==> config.mk <==
export PLATFORM = sky130hd
export DESIGN_NAME = weighted_sum_sequencer
export DESIGN_NICKNAME = d
export VERILOG_FILES = /design/src/rtl/weighted_sum_sequencer.sv
export SDC_FILE = /design/constraint.sdc
export NUM_CORES = 2
export LEC_CHECK = 0
export BUFFER_PORTS_ARGS = -buffer_cell sky130_fd_sc_hd__buf_2
export CORE_AREA = 2 2 650 652
export CTS_CLUSTER_SIZE = 16
export DETAILED_ROUTE_END_ITERATION = 8
export DIE_AREA = 0 0 652 654
export GPL_ROUTABILITY_DRIVEN = 0
export PLACE_DENSITY_LB_ADDON = 0.25
export SLEW_MARGIN = 20
export SYNTH_ARGS = -nofsm -noshare
export SYNTH_HDL_FRONTEND = slang
export SYNTH_SLANG_ARGS = --single-unit
==> constraint.sdc <==
create_clock -name clk -period 49.8 [get_ports clk]
set_input_delay 4.98 -clock clk [delete_from_list [all_inputs] [get_ports clk]]
set_output_delay 4.98 -clock clk [all_outputs]
set_load 0.005 [all_outputs]
==> src/rtl/weighted_sum_sequencer.sv <==
// Feeds an N-pair dot product to an M-lane DSP weighted-sum chain in ceil(N/M) chunks.
// The per-chunk chain sums are accumulated, then presented with a threshold fire bit.
module weighted_sum_sequencer #(
    parameter int N        = 32,
    parameter int M        = 16,
    parameter int PIPE_LAT = 17
) (
    input  logic              clk,
    input  logic              rst,
    input  logic              in_valid,
    output logic              in_ready,
    input  logic [16*N-1:0]   x,
    input  logic [16*N-1:0]   w,
    input  logic [47:0]       threshold,
    output logic [16*M-1:0]   chunk_x,
    output logic [16*M-1:0]   chunk_w,
    output logic              chunk_valid,
    input  logic [47:0]       ws_sum,
    output logic              out_valid,
    input  logic              out_ready,
    output logic [47:0]       sum,
    output logic              fire,
    output logic              busy
);

    localparam int C  = (N + M - 1) / M;
    localparam int PW = 16 * C * M;
    localparam int CW = (C > 1) ? $clog2(C) : 1;

    typedef enum logic [1:0] {IDLE, ISSUE, DRAIN, DONE} state_t;

    state_t                state_q;
    logic [PW-1:0]         x_q, w_q;
    logic [47:0]           thr_q;
    logic [47:0]           acc_q, acc_d;
    logic [CW-1:0]         chunk_cnt_q, res_cnt_q;
    logic [PIPE_LAT-1:0]   tok_q, tok_d;
    logic                  tok_out, last_res;
    logic [16*M-1:0]       chunk_x_q, chunk_w_q;
    logic                  chunk_valid_q, in_ready_q, out_valid_q, fire_q, busy_q;
    logic [47:0]           sum_q;

    function automatic logic above_threshold(input logic [47:0] value, input logic [47:0] thr);
        return value > thr;
    endfunction

    always_comb begin
        acc_d    = acc_q + ws_sum;
        tok_d    = PIPE_LAT'({tok_q, chunk_valid_q});
        tok_out  = tok_q[PIPE_LAT-1];
        last_res = tok_out && (res_cnt_q == CW'(C - 1));
    end

    // The token pipe marks which chain outputs belong to issued chunks; anything else is ignored.
    always_ff @(posedge clk) begin
        if (rst) begin
            state_q       <= IDLE;
            in_ready_q    <= 1'b1;
            chunk_valid_q <= 1'b0;
            chunk_x_q     <= '0;
            chunk_w_q     <= '0;
            out_valid_q   <= 1'b0;
            sum_q         <= '0;
            fire_q        <= 1'b0;
            busy_q        <= 1'b0;
            acc_q         <= '0;
            chunk_cnt_q   <= '0;
            res_cnt_q     <= '0;
            tok_q         <= '0;
        end else begin
            tok_q <= tok_d;
            if (tok_out) begin
                acc_q     <= acc_d;
                res_cnt_q <= res_cnt_q + 1'b1;
            end
            case (state_q)
                IDLE: begin
                    if (in_valid && in_ready_q) begin
                        // Zero-extend to whole chunks so the padding lanes fall out as zeros.
                        x_q         <= PW'(x);
                        w_q         <= PW'(w);
                        thr_q       <= threshold;
                        acc_q       <= '0;
                        chunk_cnt_q <= '0;
                        res_cnt_q   <= '0;
                        in_ready_q  <= 1'b0;
                        busy_q      <= 1'b1;
                        state_q     <= ISSUE;
                    end
                end
                ISSUE: begin
                    chunk_x_q     <= x_q[16*M-1:0];
                    chunk_w_q     <= w_q[16*M-1:0];
                    chunk_valid_q <= 1'b1;
                    x_q           <= x_q >> (16 * M);
                    w_q           <= w_q >> (16 * M);
                    chunk_cnt_q   <= chunk_cnt_q + 1'b1;
                    if (chunk_cnt_q == CW'(C - 1)) begin
                        state_q <= DRAIN;
                    end
                end
                DRAIN: begin
                    chunk_valid_q <= 1'b0;
                    chunk_x_q     <= '0;
                    chunk_w_q     <= '0;
                    if (last_res) begin
                        sum_q       <= acc_d;
                        fire_q      <= above_threshold(acc_d, thr_q);
                        out_valid_q <= 1'b1;
                        state_q     <= DONE;
                    end
                end
                DONE: begin
                    if (out_ready) begin
                        out_valid_q <= 1'b0;
                        in_ready_q  <= 1'b1;
                        busy_q      <= 1'b0;
                        state_q     <= IDLE;
                    end
                end
                default: state_q <= IDLE;
            endcase
        end
    end

    assign in_ready    = in_ready_q;
    assign chunk_x     = chunk_x_q;
    assign chunk_w     = chunk_w_q;
    assign chunk_valid = chunk_valid_q;
    assign out_valid   = out_valid_q;
    assign sum         = sum_q;
    assign fire        = fire_q;
    assign busy        = busy_q;

endmodule

# ---- Word-level counts from Yosys, hierarchy flattened
# Index checks and enable logic that the tools add are counted.
dict set report op_classes {
  mux 27
  addsub 3
  n_eq_ne 7
  reduce_logical 14
  n_bitwise 1
  magnitude_cmp 1
}
# op n
set ops {}
lappend ops {{$pmux W512 S2} 2}
lappend ops {{$mux W512} 2}
lappend ops {{$pmux W256 S2} 2}
lappend ops {{$mux W48} 3}
lappend ops {{$add A48 B48 Y48} 1}
lappend ops {{$gt A48 B48 Y1} 1}
lappend ops {{$reduce_and A3 Y1} 4}
lappend ops {{$pmux W1 S2} 5}
lappend ops {{$mux W1} 8}
lappend ops {{$mux W2} 4}
lappend ops {{$ne A2 B2 Y1 const B} 4}
lappend ops {{$pmux W2 S4} 1}
lappend ops {{$reduce_bool A2 Y1} 4}
lappend ops {{$eq A2 B2 Y1 const B} 2}
lappend ops {{$reduce_and A2 Y1} 2}
lappend ops {{$reduce_and A4 Y1} 1}
lappend ops {{$add A1 B1 Y1 const B} 2}
lappend ops {{$eq A2 B1 Y1 const B} 1}
lappend ops {{$logic_and A1 B1 Y1} 2}
lappend ops {{$logic_not A2 Y1} 1}
lappend ops {{$not A1 Y1} 1}
dict set report word_totals {
  output_inout_bits 565
  in_bits 1124
  word_cells 69
  ff_bits 1706
}

# ---- Depth between registers and ports, before layout
dict set report depth {
  ltp_word 4
  depth_mapped 22
  ltp_nobuf 22
}

# ---- Least setup slack after synthesis
# OpenSTA, ideal clock, no wires.
dict set report synth_path {
  path_type {input port to flip-flop}
  startpoint {input rst}
  endpoint {register w_q[0], enable pin}
  n_path_buf 4
  setup_time_ps 2448
  slack_ps -790
  t_required_ps 47352
  arrival_time_ps 48142
  stages 5
  path_cell_list {clkbuf_1 > clkbuf_1 > clkbuf_1 > buf_1 > nor2_1}
}
dict set report synth_between {
  elab_chain_cells 2
}
# item line
set synth_rtl {}
lappend synth_rtl {{start: declaration} 9} ;# input logic rst,
lappend synth_rtl {{$not A1 Y1 (no source line)} n/a}
lappend synth_rtl {{$reduce_and A3 Y1 (no source line)} n/a}
lappend synth_rtl {{end signal: assignment} 81} ;# w_q <= PW'(w);
lappend synth_rtl {{end signal: assignment} 96} ;# w_q <= w_q >> (16 * M);
lappend synth_rtl {{end: declaration} 33} ;# logic [PW-1:0] x_q, w_q;
# No other way between the ends.
# A chain may end at the register's enable or synchronous reset.

# ---- Final worst setup path
dict set report layout_path {
  startpoint {input in_valid}
  endpoint {register x_q[100], enable pin}
}
dict set report layout_between {
  elab_chain_cells 3
}
# item line
set layout_rtl {}
lappend layout_rtl {{start: declaration} 10} ;# input logic in_valid,
lappend layout_rtl {{$logic_and A1 B1 Y1} 78} ;# if (in_valid && in_ready_q) begin
lappend layout_rtl {{$ne A2 B2 Y1 (no source line)} n/a}
lappend layout_rtl {{$reduce_and A3 Y1 (no source line)} n/a}
lappend layout_rtl {{end signal: assignment} 80} ;# x_q <= PW'(x);
lappend layout_rtl {{end signal: assignment} 95} ;# x_q <= x_q >> (16 * M);
lappend layout_rtl {{end: declaration} 33}
# No other way between the ends.

==> results.json <==
{
  "drtPass1Iterations": 6,
  "fin_cells": 11898,
  "synth_seq_cells": 1706,
  "p_leak_nw": 33.9,
  "synth_flop_cell": "edfxtp_1",
  "met1_usage": 0.175,
  "drt_wl_total_mm": 317,
  "worst-path-max-fanout": 186,
  "r2r_slack_ns": 42.97,
  "power_mw": 4.83,
  "cp.arrival_ns": 10.39,
  "r2r-end": "x_q[100]$_DFFE_PP_",
  "ys_top_cells_by_area": "edfxtp_1 (49%), dfxtp_1 (19%), mux2_2 (8.9%), a22o_1 (6.9%), nor2b_1 (5.2%)",
  "syn_nets": 5643,
  "port_buffers": 1688,
  "synthesis.instances": 4418,
  "maxCapViolations": 0,
  "clock_skew_ns": 0.0684,
  "vias_per_cell": 3.82,
  "outcome": "finished clean",
  "finalHoldViolations": 0,
  "path_clk_slew_ns": 0.07,
  "async_flop_share": 0,
  "synth-compound-area-share": 0.0956,
  "synthXorXnorAreaFrac": 0.00604,
  "yosysUniqueCellTypes": 65,
  "clockBufferDepth": 4,
  "drive_above_1_share": 0.413,
  "synthMuxAreaShare": 0.0947,
  "cts_setup_buffers": 0,
  "slew_violations": 0,
  "power_density_mw_per_mm2": 55.3,
  "synth_top_area_cell": "edfxtp_1",
  "synthAdderAreaFrac": 0.0195,
  "crit_type": "in -> reg",
  "cts_resized": 0,
  "drc_errors": 0,
  "yosys_warnings": 0,
  "htree_levels": 4,
  "io_pins": 1689,
  "start_util": 0.156,
  "synth-simple-area-share": 0.0755,
  "synth_top_area_share": 0.494,
  "grt_pass1_vias": 45067,
  "final-setup-viol-count": 0,
  "die_area_mm2": 0.426,
  "cts_root_buffer": "clkbuf_16",
  "gr-total-overflow": 0,
  "rows": 238,
  "critPathLaunch": "in_valid",
  "postLayoutCoreUtil": 0.208,
  "die_h_um": 654,
  "dp_cells": 11402,
  "dieWidth_um": 652,
  "fmax_ghz": 0.101,
  "required_ns": 50.27,
  "grt_pass1_wl_mm": 413,
  "grt_max_degree": 193,
  "rsz0062_at_grt": "no",
  "drtIter0Drc": 3942,
  "yosysMostFrequentCell": "edfxtp_1",
  "worst_setup_path_end_kind": "register",
  "rr_worst_depth": 9,
  "synth_top_family_by_area": "compound AO/OA/AOI/OAI gates",
  "reg2reg_from": "state_q[1]$_SDFFE_PP0P_",
  "worst_pin_slew_ns": 1.15,
  "ant_nets": 0,
  "antenna_found_initial": 252,
  "grt-busiest-layer": "met2",
  "cts_tree": "built",
  "clk_latency_ns": 0.91,
  "finalSetupTns_ns": 0,
  "cts_sinks": 1706,
  "syn_avg_cell_area_um2": 14.8,
  "slew_headroom": 0.232,
  "final.period_utilization": 0.199,
  "ys_top_cells_by_count": "edfxtp_1 (1072), dfxtp_1 (634), nor2b_1 (541)",
  "met3_usage": 0.0505,
  "crit_end": "x_q[100]$_DFFE_PP_",
  "grt_use_total": 0.141,
  "synth_edf_count": 1072,
  "grtUsageMet2": 0.227,
  "cts_buffers": 208,
  "ir_drop_uv": 35.5,
  "place_hpwl_mm": 250,
  "netlist_area_mm2": 0.0652,
  "ys_seq_area_frac": 0.688,
  "hp-class": "reg -> reg",
  "wl_per_cell_um": 26.7,
  "dr_total_vias": 45401,
  "holdBufCountCts": 0,
  "area_growth_pct": 33.8,
  "core_mm2": 0.419,
  "start_kind": "input port",
  "fin_crit_ns": 9.92,
  "fin_nets": 7317
}
per-stage QoR:
| step | hold WS, ns | area (um^2) | setup WS, ns |
|---|---|---|---|
| 6_report | 0.398 | 87300 | 39.88 |
| 4_1_cts | 0.429 | 87000 | 40.19 |
| 3_5_place_dp | 0.422 | 80000 | 39.20 |
| 2_1_floorplan | 0.414 | 65200 | 16.75 |
| 3_3_place_gp | 0.419 | 80000 | 39.32 |
| 5_1_grt | 0.420 | 87100 | 39.79 |
registers in the layout, indices dropped and copies added (netlist names), 17 cells and up:
| name | flops |
|---|---|
| w_q | 512 |
| x_q | 512 |
| chunk_w | 256 |
| chunk_x | 256 |
| acc_q | 48 |
| sum | 48 |
| thr_q | 48 |
| tok_q | 17 |
worst max-delay path, stage by stage:
cell and delay (ns):
buf_2 0.11, nand3_1 0.18, a21boi_0 0.24, nor2_4 0.43, buf_12 0.53, buf_4 0.85
buf_4 0.77, buf_12 0.53, buf_12 0.73
final cells by class:
cell class | instances | area [um^2]
multi-input cells | 2357 | 19100
flip-flops and latches | 1706 | 44900
clock buffers | 292 | 6010
diodes | 107 | 268
clock inverters | 97 | 947
well taps | 5520 | 6910
repair buffers | 1739 | 8910
fillers | 45295 | 332000
inverters | 80 | 300
how the worst min path moves through the flow:
stage,start,to,slack (ns),cells after the start
floorplan,tok_q[9]$_SDFF_PP0_,tok_q[10]$_SDFF_PP0_,0.41,1
global placement,tok_q[8]$_SDFF_PP0_,tok_q[9]$_SDFF_PP0_,0.42,1
detailed placement,tok_q[15]$_SDFF_PP0_,tok_q[16]$_SDFF_PP0_,0.42,1
CTS,tok_q[15]$_SDFF_PP0_,tok_q[16]$_SDFF_PP0_,0.43,1
global route,tok_q[15]$_SDFF_PP0_,tok_q[16]$_SDFF_PP0_,0.42,1
finish,tok_q[15]$_SDFF_PP0_,tok_q[16]$_SDFF_PP0_,0.40,1
cells in the final DEF (no fill, tap or decap), types with 11 or more instances in the layout:
cell type,netlist,layout
clkinvlp_4,0,11
nand2_1,127,126
clkbuf_1,262,45
nor3_1,19,18
o21ai_0,41,41
nand4_1,21,21
nor2b_1,541,541
mux2i_1,39,39
dfxtp_1,634,633
ha_1,100,99
buf_4,1,45
clkbuf_16,0,217
clkbuf_8,0,30
nand3_1,34,34
bufinv_16,0,11
edfxtp_1,1072,1072
a211oi_1,12,12
a21o_1,45,45
mux2_2,513,513
inv_1,80,80
a21oi_1,101,101
diode_2,0,107
xnor2_1,32,32
nor2_1,77,74
xor2_1,13,13
a22o_1,514,514
clkinv_2,0,30
clkinv_1,0,19
buf_2,2,1688
report_power, final:
group / total, mW / leakage, nW / switching (mW) / internal, mW
registers: 2.10 / 15.1 / 0.182 / 1.92
clock network: 1.56 / 3.40 / 0.658 / 0.904
logic: 1.16 / 15.4 / 0.715 / 0.445
cell families (layout without fill, tap and decap cells):
family	count (synthesis)	count (layout)
adders and majority gates	101	101
and+or+nand+nor	870	870
xor gates and xnor gates	45	45
muxes	553	553
AOI/OAI and AO/OA	788	788
buffers and inverters	355	2208
DFF	1706	1706
other	0	107
routing by layer:
layer,wire length (um),part of all wire,up-vias
met5,621,0.0020,-
met4,10500,0.033,96
met3,32100,0.10,537
met2,147000,0.46,2004
met1,127000,0.40,22735
li1,-,-,20029
No activity file was read; power rests on OpenSTA's default activity.
